<file path="src/rtl/switch_debounce_if.sv">
// Push-button debouncer signal bundle.
// master : drives the raw switch level and observes the debounced outputs (bench side)
// slave  : the debouncer itself
// Signals: i_Switch (raw level), o_Switch (debounced level), o_Press / o_Release
// (one-clock edge strobes), o_Long_Press (one-clock hold strobe, LONG_PRESS_EN only).
interface switch_debounce_if;
    logic i_Switch;
    logic o_Switch;
    logic o_Press;
    logic o_Release;
`ifdef LONG_PRESS_EN
    logic o_Long_Press;

    modport master (output i_Switch, input o_Switch, o_Press, o_Release, o_Long_Press);
    modport slave  (input i_Switch, output o_Switch, o_Press, o_Release, o_Long_Press);
`else
    modport master (output i_Switch, input o_Switch, o_Press, o_Release);
    modport slave  (input i_Switch, output o_Switch, o_Press, o_Release);
`endif
endinterface

</file>
<file path="src/rtl/switch_debounce.sv">
// Push-button debouncer: two-flop synchronizer, persistence counter, registered
// debounced level plus press/release strobes.
// Optional macro LONG_PRESS_EN adds a hold counter and a one-shot o_Long_Press strobe.
// Ports: i_Clk (rising-edge clock), i_Rst_L (async active-low reset),
//        sw (switch_debounce_if.slave: i_Switch in; o_Switch, o_Press, o_Release,
//        o_Long_Press out).
module switch_debounce #(
    parameter int unsigned DEBOUNCE_LIMIT   = 250000,
    parameter int unsigned LONG_PRESS_LIMIT = 25000000
) (
    input  logic              i_Clk,
    input  logic              i_Rst_L,
    switch_debounce_if.slave  sw
);
    localparam int unsigned CNT_W = $clog2(DEBOUNCE_LIMIT);
    localparam logic [CNT_W-1:0] CNT_MAX = CNT_W'(DEBOUNCE_LIMIT - 1);

    // Elaboration-time parameter range guard
    if (DEBOUNCE_LIMIT < 2 || DEBOUNCE_LIMIT > (1 << 20)) begin : g_bad_debounce
        $error("DEBOUNCE_LIMIT out of range 2..2^20");
    end
    if (LONG_PRESS_LIMIT < 2 || LONG_PRESS_LIMIT > (1 << 26)) begin : g_bad_long
        $error("LONG_PRESS_LIMIT out of range 2..2^26");
    end

    logic             sync1_q, sync1_d;
    logic             sync_q, sync_d;
    logic [CNT_W-1:0] cnt_q, cnt_d;
    logic             switch_q, switch_d;
    logic             press_q, press_d;
    logic             release_q, release_d;

    // Synchronizer and debounce state
    always_ff @(posedge i_Clk or negedge i_Rst_L) begin
        if (!i_Rst_L) begin
            sync1_q   <= 1'b0;
            sync_q    <= 1'b0;
            cnt_q     <= '0;
            switch_q  <= 1'b0;
            press_q   <= 1'b0;
            release_q <= 1'b0;
        end else begin
            sync1_q   <= sync1_d;
            sync_q    <= sync_d;
            cnt_q     <= cnt_d;
            switch_q  <= switch_d;
            press_q   <= press_d;
            release_q <= release_d;
        end
    end

    // Count consecutive disagreeing clocks; accept the new level on the last one
    always_comb begin
        sync1_d   = sw.i_Switch;
        sync_d    = sync1_q;
        cnt_d     = '0;
        switch_d  = switch_q;
        press_d   = 1'b0;
        release_d = 1'b0;
        if (sync_q != switch_q) begin
            if (cnt_q == CNT_MAX) begin
                switch_d  = sync_q;
                press_d   = sync_q;
                release_d = ~sync_q;
            end else begin
                cnt_d = cnt_q + CNT_W'(1);
            end
        end
    end

    assign sw.o_Switch  = switch_q;
    assign sw.o_Press   = press_q;
    assign sw.o_Release = release_q;

`ifdef LONG_PRESS_EN
    localparam int unsigned HOLD_W = $clog2(LONG_PRESS_LIMIT);
    localparam logic [HOLD_W-1:0] HOLD_MAX = HOLD_W'(LONG_PRESS_LIMIT - 1);

    logic [HOLD_W-1:0] hold_q, hold_d;
    logic              done_q, done_d;
    logic              long_q, long_d;

    // Long-press hold state
    always_ff @(posedge i_Clk or negedge i_Rst_L) begin
        if (!i_Rst_L) begin
            hold_q <= '0;
            done_q <= 1'b0;
            long_q <= 1'b0;
        end else begin
            hold_q <= hold_d;
            done_q <= done_d;
            long_q <= long_d;
        end
    end

    // Hold counter freezes once the strobe fires so each press yields one pulse
    always_comb begin
        hold_d = hold_q;
        done_d = done_q;
        long_d = 1'b0;
        if (!switch_q) begin
            hold_d = '0;
            done_d = 1'b0;
        end else if (!done_q) begin
            if (hold_q == HOLD_MAX) begin
                long_d = 1'b1;
                done_d = 1'b1;
            end else begin
                hold_d = hold_q + HOLD_W'(1);
            end
        end
    end

    assign sw.o_Long_Press = long_q;
`endif
endmodule

</file>
<file path="src/flat_wrapper.sv">
// flat-port wrapper written by rule: the top's interface ports become plain ports
module switch_debounce_flat 
#(
    parameter int unsigned DEBOUNCE_LIMIT   = 250000,
    parameter int unsigned LONG_PRESS_LIMIT = 25000000
)
  (i_Clk, i_Rst_L, sw_i_Switch, sw_o_Switch, sw_o_Press, sw_o_Release);
  switch_debounce_if sw_i ();
  input  logic i_Clk;
  input  logic i_Rst_L;
  input wire logic [$bits(sw_i.i_Switch)-1:0] sw_i_Switch;
  output wire logic [$bits(sw_i.o_Switch)-1:0] sw_o_Switch;
  output wire logic [$bits(sw_i.o_Press)-1:0] sw_o_Press;
  output wire logic [$bits(sw_i.o_Release)-1:0] sw_o_Release;
  assign sw_i.i_Switch = sw_i_Switch;
  assign sw_o_Switch = sw_i.o_Switch;
  assign sw_o_Press = sw_i.o_Press;
  assign sw_o_Release = sw_i.o_Release;
  switch_debounce #(.DEBOUNCE_LIMIT(DEBOUNCE_LIMIT), .LONG_PRESS_LIMIT(LONG_PRESS_LIMIT)) u_core (.i_Clk(i_Clk), .i_Rst_L(i_Rst_L), .sw(sw_i));
endmodule
</file>
<file path="config.mk">
export PLATFORM = sky130hd
export DESIGN_NAME = switch_debounce_flat
export DESIGN_NICKNAME = d
export VERILOG_FILES = /design/src/rtl/switch_debounce_if.sv /design/src/rtl/switch_debounce.sv /design/src/flat_wrapper.sv
export SDC_FILE = /design/constraint.sdc
export NUM_CORES = 1
export LEC_CHECK = 0
export CAP_MARGIN = 40
export CORE_AREA = 10 10 56 58
export CTS_BUF_LIST = sky130_fd_sc_hd__clkbuf_8
export DETAILED_ROUTE_END_ITERATION = 7
export DIE_AREA = 0 0 66 68
export GPL_ROUTABILITY_DRIVEN = 0
export GPL_TIMING_DRIVEN = 0
export PLACE_DENSITY = 0.81
export SYNTH_ARGS = -nofsm -noshare
export SYNTH_HDL_FRONTEND = slang
export SYNTH_SLANG_ARGS = --single-unit
</file>
<file path="constraint.sdc">
create_clock -name i_Clk -period 5.65 [get_ports i_Clk]
set_input_delay 1.13 -clock i_Clk [delete_from_list [all_inputs] [get_ports i_Clk]]
set_output_delay 1.13 -clock i_Clk [all_outputs]
set_load 0.005 [all_outputs]
</file>
# ---- Word-level counts from Yosys, hierarchy flattened
# Cells that the tools add are included.
dict set report op_classes {
  add_sub_neg 1
  eq_ne 2
  muxes 6
  bitwise_logic 1
  n_reduce_logical 1
}
# op count
set op_table {}
lappend op_table {{$mux W18} 2}
lappend op_table {{$add A18 B1 Y18 const B} 1}
lappend op_table {{$eq A18 B18 Y1 const B} 1}
lappend op_table {{$mux W1} 4}
lappend op_table {{$reduce_and A2 Y1} 1}
lappend op_table {{$ne A1 B1 Y1} 1}
lappend op_table {{$not A1 Y1} 1}
dict set report totals {
  regBits 23
  inputBits 3
  output_inout_bits 3
  wordCells 17
}

# ---- Depth between registers and ports, before layout
# Gate-level depths: netlist of run 1.
dict set report depth {
  ltp_word 3
  mapped_depth 5
  depth_no_buf 5
}

# ---- Worst setup path after synthesis of run 1
# No wires, ideal clock.
dict set report synth_timing {
  kind {flip-flop to flip-flop}
  from {reg u_core.cnt_q[11]}
  to {reg u_core.cnt_q[10]}
  setup_time_ps 122
  arrival_ps 1750
  required_ps 5528
  setup_slack_ps 3779
  path_stages_with_launch 5
  n_path_buf 1
  period_less_slack_ps 1871
  cell_sequence {dfrtp_1 or4b_1 o41ai_2 buf_2 nor2_1}
}
dict set report synth_via {
  elab_chain_cells 3
}
# element line
set synth_lines {}
lappend synth_lines {{from (decl)} switch_debounce.sv:28} ;# logic [CNT_W-1:0] cnt_q, cnt_d;
lappend synth_lines {{from (signal assigned)} switch_debounce.sv:45} ;# cnt_q <= cnt_d;
lappend synth_lines {{$eq A18 B18 Y1} switch_debounce.sv:61} ;# if (cnt_q == CNT_MAX) begin
lappend synth_lines {{$mux W18} switch_debounce.sv:61}
lappend synth_lines {{$mux W18} switch_debounce.sv:60} ;# if (sync_q != switch_q) begin
lappend synth_lines {{named net u_core.cnt_d[10]} switch_debounce.sv:28}
# The timed path passes the listed nets, and every way through them passes these cells.
# A chain may end at the register's enable or synchronous reset.

# ---- Final worst setup path of run 1
dict set report layout_timing {
  from {reg u_core.switch_q (netlist: u_core.sw.o_Switch)}
  to {out sw_o_Switch}
}
# element line
set layout_rtl {}
lappend layout_rtl {{from (decl)} switch_debounce.sv:29} ;# logic switch_q, switch_d;
lappend layout_rtl {{from (signal assigned)} switch_debounce.sv:46} ;# switch_q <= switch_d;
lappend layout_rtl {{to (decl)} flat_wrapper.sv:12} ;# output wire logic [$bits(sw_i.o_Switch)-1:0] sw_o_Switch;
# No word-level cell between the ends.

==> results of run 1 <==
## synth_stat cells, types with 2 or more instances
cell | n | area share [%]
o21ai_0 | 3 | 1.4
nor2_1 | 14 | 4.9
xnor2_1 | 6 | 4.9
nor3b_1 | 2 | 1.4
xor2_1 | 7 | 5.7
a21oi_1 | 4 | 1.9
nor3_1 | 2 | 0.94
nand2_1 | 6 | 2.1
or3_1 | 3 | 1.8
nor4_1 | 3 | 1.8
nand3_1 | 4 | 1.9
nand4_1 | 6 | 3.5
dfrtp_1 | 23 | 54
or4_1 | 5 | 3.5
## flip-flops by register name (all words and copies together) (netlist names)
signal               count
u_core.sync1_q           1
u_core.sw.o_Release      1
u_core.sw.o_Switch       1
u_core.cnt_q            18
u_core.sync_q            1
u_core.sw.o_Press        1
## layer usage
| layer | track usage, % | vias up |
|---|---|---|
| li1 | - | 389 |
| met1 | 11.35 | 387 |
| met2 | 16.06 | 6 |
| met3 | 1.958 | 5 |
| met4 | 4.712 | 0 |
| met5 | 0 | - |
## through the flow
| step | area, sq um | util (%) | hold WS, ns |
|---|---|---|---|
| 3_3_place_gp | 1154 | 54.78 | 0.3359 |
| 5_1_grt | 1214 | 57.64 | 0.3664 |
| 2_1_floorplan | 1069 | - | 0.3312 |
| 4_1_cts | 1214 | 57.64 | 0.3620 |
| 3_5_place_dp | 1169 | 55.50 | 0.3451 |
| 6_report | 1214 | 57.64 | 0.3619 |
## final cells by class
type,count,area [sq um]
plain buffers,2,10.01
clock buffers,3,41.29
clock inverters,1,3.754
fillers,166,892.1
inverters,1,3.754
multi-input cells,75,479.2
flip-flops and latches,23,575.6
well taps,28,35.03
repair buffers,6,65.06
## report_power, final
group / internal, mW / switching (mW) / leakage, nW
clock network: 0.0484 / 0.0481 / 0.0269
registers: 0.167 / 0.00282 / 0.314
logic: 0.00457 / 0.00682 / 0.138
total: 0.220 / 0.0577 / 0.479
## cell families after synthesis
| group | synth area share (%) |
|---|---|
| simple gates | 26.47 |
| compound gates | 5.504 |
| xor+xnor | 10.66 |
| mux | 1.054 |
| fa+ha+maj | 1.171 |
| flops | 53.86 |
| buf+inv | 1.287 |
## path summary, 6_finish.rpt
kind	from	to	slack [ns]
max reg2reg	u_core.cnt_q[8]	u_core.cnt_q[5]	3.43
min reg2reg	u_core.sync1_q	u_core.sync_q	0.36
max	u_core.sw.o_Switch	sw_o_Switch	3.31
min in group asynchronous	i_Rst_L	u_core.cnt_q[14]	1.21
min	u_core.sync1_q	u_core.sync_q	0.36
max in group asynchronous	i_Rst_L	u_core.cnt_q[5]	3.98
==> impl_metrics.env, run 1 <==
export IMPL_timing_final_crit_share_pct=41.33
export IMPL_total_number_of_clock_tree_sinks=23
export IMPL_route_detailed_drc=0
export IMPL_worst_setup_ep_type="primary output"
export IMPL_syn2layout_area_growth_pct=13.58
export IMPL_path_clk_slew_ns=0.07
export IMPL_total_power_uw=277.6
export IMPL_slowest_cell_delay_on_critical_path_ns=0.53
export IMPL_drt_pass1_iter_count=4
export IMPL_cts_root_buffer="clkbuf_8"
export IMPL_final_cell_mix="dfrtp_1 (23), nor2_1 (14), xor2_1 (7)"
export IMPL_hold_path_cell_count=0
export IMPL_finalMaxSlewViolations=0
export IMPL_post_place_cells=135
export IMPL_timing_max_cap_violations=0
export IMPL_cts_htree_levels=1
export IMPL_hold_path_class="flop to flop"
export IMPL_status="completed"
export IMPL_path_delay_family="buffers and inverters"
export IMPL_dieWidth_um=66
export IMPL_floorplan_die_height_um=68
export IMPL_vias_in_the_first_global_route=773
export IMPL_hpwl_mm=1.455
export IMPL_wl_met2_um=988
export IMPL_cp_data_required_time_ns=4.52
export IMPL_syn_nets=105
export IMPL_finalWirelength_mm=1.939
export IMPL_worst_path_max_fanout=5
export IMPL_design_portCount=6
export IMPL_tritoncts_num_buffers=3
export IMPL_row_count=17
export IMPL_core_area_sq_um=2106
export IMPL_postSynthRegisterBits=23
export IMPL_drive_gt1_share_pct=9.009
export IMPL_final_antenna_net_count=0
export IMPL_syn_area_sq_um=1069
export IMPL_yosys_warnings=0
export IMPL_dr_wl_met3_um=27
export IMPL_finish_net_count=116
export IMPL_synth_main_ff_cell="dfrtp_1"
export IMPL_crit_path_top_delay_cell="clkdlybuf4s50_1"
export IMPL_grt_max_degree=14
export IMPL_n_antenna_cell=0
export IMPL_critical_path_buf_inv_count=1
export IMPL_layout_cells_most_common="dfrtp_1"
export IMPL_ir_drop_uv=163.5
export IMPL_die_area_sq_um=4488
export IMPL_final_setup_tns_ns=0
export IMPL_wire_per_inst_um=13.95
export IMPL_setup_ws_ns=3.315
export IMPL_holdBufCountCts=0
export IMPL_power_density_nw_per_um2=228.8
export IMPL_cts_root_to_sink_buffers=2
export IMPL_via_count=787
export IMPL_place_port_buffers=5
export IMPL_worst_path_stages=1
export IMPL_initial_core_util_pct=50.74
export IMPL_seq_area_frac_synth_pct=53.86
export IMPL_grt_remaining_overflow=0
export IMPL_crit_arrival_ns=1.21
export IMPL_global_route_wire_length_before_repair_mm=3.360
export IMPL_crit_chain="clkdlybuf4s50_1"
export IMPL_reg2regPathDepth=5
export IMPL_route_top_layer_used="met4"
export IMPL_max_slew_margin_rel_pct=49.11
export IMPL_fin_crit_ns=2.335
export IMPL_clk_insertion_delay_late_ns=0.26
export IMPL_postCtsResizedCells=0
export IMPL_setup_repair_after_global_routing_missed_its_margin="no"
export IMPL_timing_worst_setup_path_type="flop to primary output"
export IMPL_number_of_enable_type_register_cells_in_the_synthesized_netlist=0
export IMPL_avgViaCountPerCell=5.662
export IMPL_clock_fmax_mhz=428.2
export IMPL_detailedPlace_worstSlack_ns=3.412
export IMPL_syn_instance_count=101
export IMPL_syn_mean_instance_area_sq_um=10.58
export IMPL_met1Wirelength_um=886
export IMPL_tightestPinTransition_ns=0.7551
export IMPL_synth_async_reset_ratio_pct=100.0
export IMPL_ys_types=27
export IMPL_initial_drt_markers=21
export IMPL_setup_violations=0
export IMPL_grtUsageTotal_pct=9.517
export IMPL_tritoncts_clock_tree="done"
export IMPL_final_cells=139
export IMPL_power_leakage_nw=0.4791
export IMPL_finalClockSkew_ns=0.001356
export IMPL_antenna_found_initial=0
export IMPL_timing_hold_violations_final=0
export IMPL_post_cts_buffers=0
export IMPL_worstSetupStartpointType="flop"
(Power assumes the default switching activity.)
==> run 2: changes to the inputs <==
--- a/config.mk
+++ b/config.mk
@@ -12,7 +12,7 @@
 export DIE_AREA = 0 0 66 68
 export GPL_ROUTABILITY_DRIVEN = 0
 export GPL_TIMING_DRIVEN = 0
-export PLACE_DENSITY = 0.81
+export PLACE_DENSITY = 0.84
 export SYNTH_ARGS = -nofsm -noshare
 export SYNTH_HDL_FRONTEND = slang
 export SYNTH_SLANG_ARGS = --single-unit
==> constraint.sdc (replaced) <==
create_clock -name i_Clk -period 2.02 [get_ports i_Clk]
set_input_delay 0.404 -clock i_Clk [delete_from_list [all_inputs] [get_ports i_Clk]]
set_output_delay 0.404 -clock i_Clk [all_outputs]
set_load 0.005 [all_outputs]
==> impl_metrics.env, run 2 (same netlist as run 1, synthesis figures left out) <==
export IMPL_status="completed"
export IMPL_hold_ws_ns=0.3537
export IMPL_num_fill_cells=156
export IMPL_fin_crit_ns=1.966
export IMPL_cp_data_required_time_ns=2.17
export IMPL_worst_path_max_fanout=6
export IMPL_hpwl_mm=1.459
export IMPL_timing_worst_setup_path_type="flop to flop"
export IMPL_tritoncts_clock_tree="done"
export IMPL_place_port_buffers=5
export IMPL_layout_cells_most_common="dfrtp_1"
export IMPL_crit_arrival_ns=2.11
export IMPL_core_area_sq_um=2106
export IMPL_timing_max_cap_violations=0
export IMPL_grt_max_degree=13
export IMPL_timing_hold_violations_final=0
export IMPL_clock_fmax_mhz=508.6
export IMPL_via_count=795
export IMPL_regMostFlops="u_core.cnt_q"
export IMPL_n_antenna_cell=0
export IMPL_timing_final_crit_share_pct=97.33
export IMPL_global_route_wire_length_before_repair_mm=3.684
export IMPL_design_portCount=6
export IMPL_final_setup_tns_ns=0
export IMPL_critical_path_buf_inv_count=0
export IMPL_worstSetupStartpointType="flop"
export IMPL_total_power_uw=787.8
export IMPL_avgViaCountPerCell=5.638
export IMPL_reg2regPathDepth=3
export IMPL_hold_path_cell_count=0
export IMPL_slowest_cell_delay_on_critical_path_ns=0.62
export IMPL_dieWidth_um=66
export IMPL_initial_drt_markers=14
export IMPL_power_leakage_nw=0.5083
export IMPL_grt_remaining_overflow=0
export IMPL_tightestPinTransition_ns=0.5826
export IMPL_path_delay_family="simple AND/OR/NAND/NOR gates"
export IMPL_final_cell_mix="dfrtp_1 (21), nor2_1 (14), xor2_1 (7)"
export IMPL_finalClockSkew_ns=0.002406
export IMPL_timing_reg2reg_setup_slack_ns=0.05
export IMPL_largest_register_ff_count=18
export IMPL_setup_violations=0
export IMPL_drive_gt1_share_pct=15.93
export IMPL_grtUsageTotal_pct=10.64
export IMPL_initial_core_util_pct=50.74
export IMPL_cts_root_to_sink_buffers=2
export IMPL_drt_pass1_iter_count=4
export IMPL_floorplan_die_height_um=68
export IMPL_finalMaxSlewViolations=0
export IMPL_finish_net_count=118
export IMPL_vias_in_the_first_global_route=819
export IMPL_ir_drop_uv=567.3
export IMPL_worst_setup_ep_type="flop"
export IMPL_wire_per_inst_um=15.67
export IMPL_crit_chain="or4b_1 > or4_4 > mux2_2"
export IMPL_row_count=17
export IMPL_cts_root_buffer="clkbuf_8"
export IMPL_syn2layout_area_growth_pct=19.67
export IMPL_clk_insertion_delay_late_ns=0.26
export IMPL_worst_path_stages=3
export IMPL_finalWirelength_mm=2.209
export IMPL_power_density_nw_per_um2=616.1
export IMPL_max_slew_margin_rel_pct=61.04
export IMPL_route_detailed_drc=0
export IMPL_final_antenna_net_count=0
export IMPL_crit_path_top_delay_cell="or4b_1"
export IMPL_tritoncts_num_buffers=3
export IMPL_die_area_sq_um=4488
export IMPL_total_number_of_clock_tree_sinks=23
export IMPL_path_clk_slew_ns=0.08
export IMPL_hold_path_class="flop to flop"
export IMPL_cts_htree_levels=1
export IMPL_antenna_found_initial=0
run 2: cell count changes in the layout (fill, tap and decap cells not counted), sizes merged:
cell	delta
buf	+1
clkbuf	+1
run 2: repair_timing:
item                                    4_1_cts  5_1_grt
hold buffers                                  0        0
resized for setup                             2        8
gates cloned                                  0        0
buffers inserted                              1        1
endpoints found under the setup margin       10        9
pin swaps                                     1        0
run 2: report_power, final:
part	switching, mW	leakage (nW)	internal [mW]	total (mW)
Clock	0.138	0.0269	0.136	0.273
Sequential	0.00824	0.311	0.467	0.475
Combinational	0.0216	0.171	0.0178	0.0394
run 2: routing by layer:
layer	share of wire (%)	global-route usage (%)
met1	41	11.84
met2	54	18.72
met3	2.5	2.447
met4	2.2	5.497
met5	0	0
run 2: cell type report:
cell class	instances	area (sq um)	area share, %
Inverter	1	3.754	0.2935
Sequential cell	23	578.1	45.21
Timing Repair Buffer	8	80.08	6.262
Clock buffer	3	41.29	3.229
Tap cell	28	35.03	2.740
Buffer	2	12.51	0.9785
Clock inverter	1	3.754	0.2935
Multi-Input combinational cell	75	524.3	41.00
run 2: worst register-to-register path, delay by kind of cell, from the launching register on:
kind             cells  cell delay [ns]
flip-flops           1             0.45
multiplexers         1             0.29
AND/OR/NAND/NOR      2             1.10
run 2: path summary, 6_finish.rpt:
path | end | from
max | u_core.sw.o_Switch | u_core.cnt_q[11]
min in group asynchronous | u_core.cnt_q[4] | i_Rst_L
max reg2reg | u_core.sw.o_Switch | u_core.cnt_q[11]
min | u_core.sync_q | u_core.sync1_q
max in group asynchronous | u_core.cnt_q[5] | i_Rst_L
min reg2reg | u_core.sync_q | u_core.sync1_q
run 2: stage by stage:
stage          instance area (sq um)  setup slack, ns  util (%)  cells
2_1_floorplan                   1069           0.1488         -    101
3_3_place_gp                    1154          -0.1673     54.78    134
3_5_place_dp                    1169          -0.2562     55.50    135
4_1_cts                         1239          0.02032     58.82    140
5_1_grt                         1279        -0.008549     60.72    141
6_report                        1279          0.05395     60.72    141
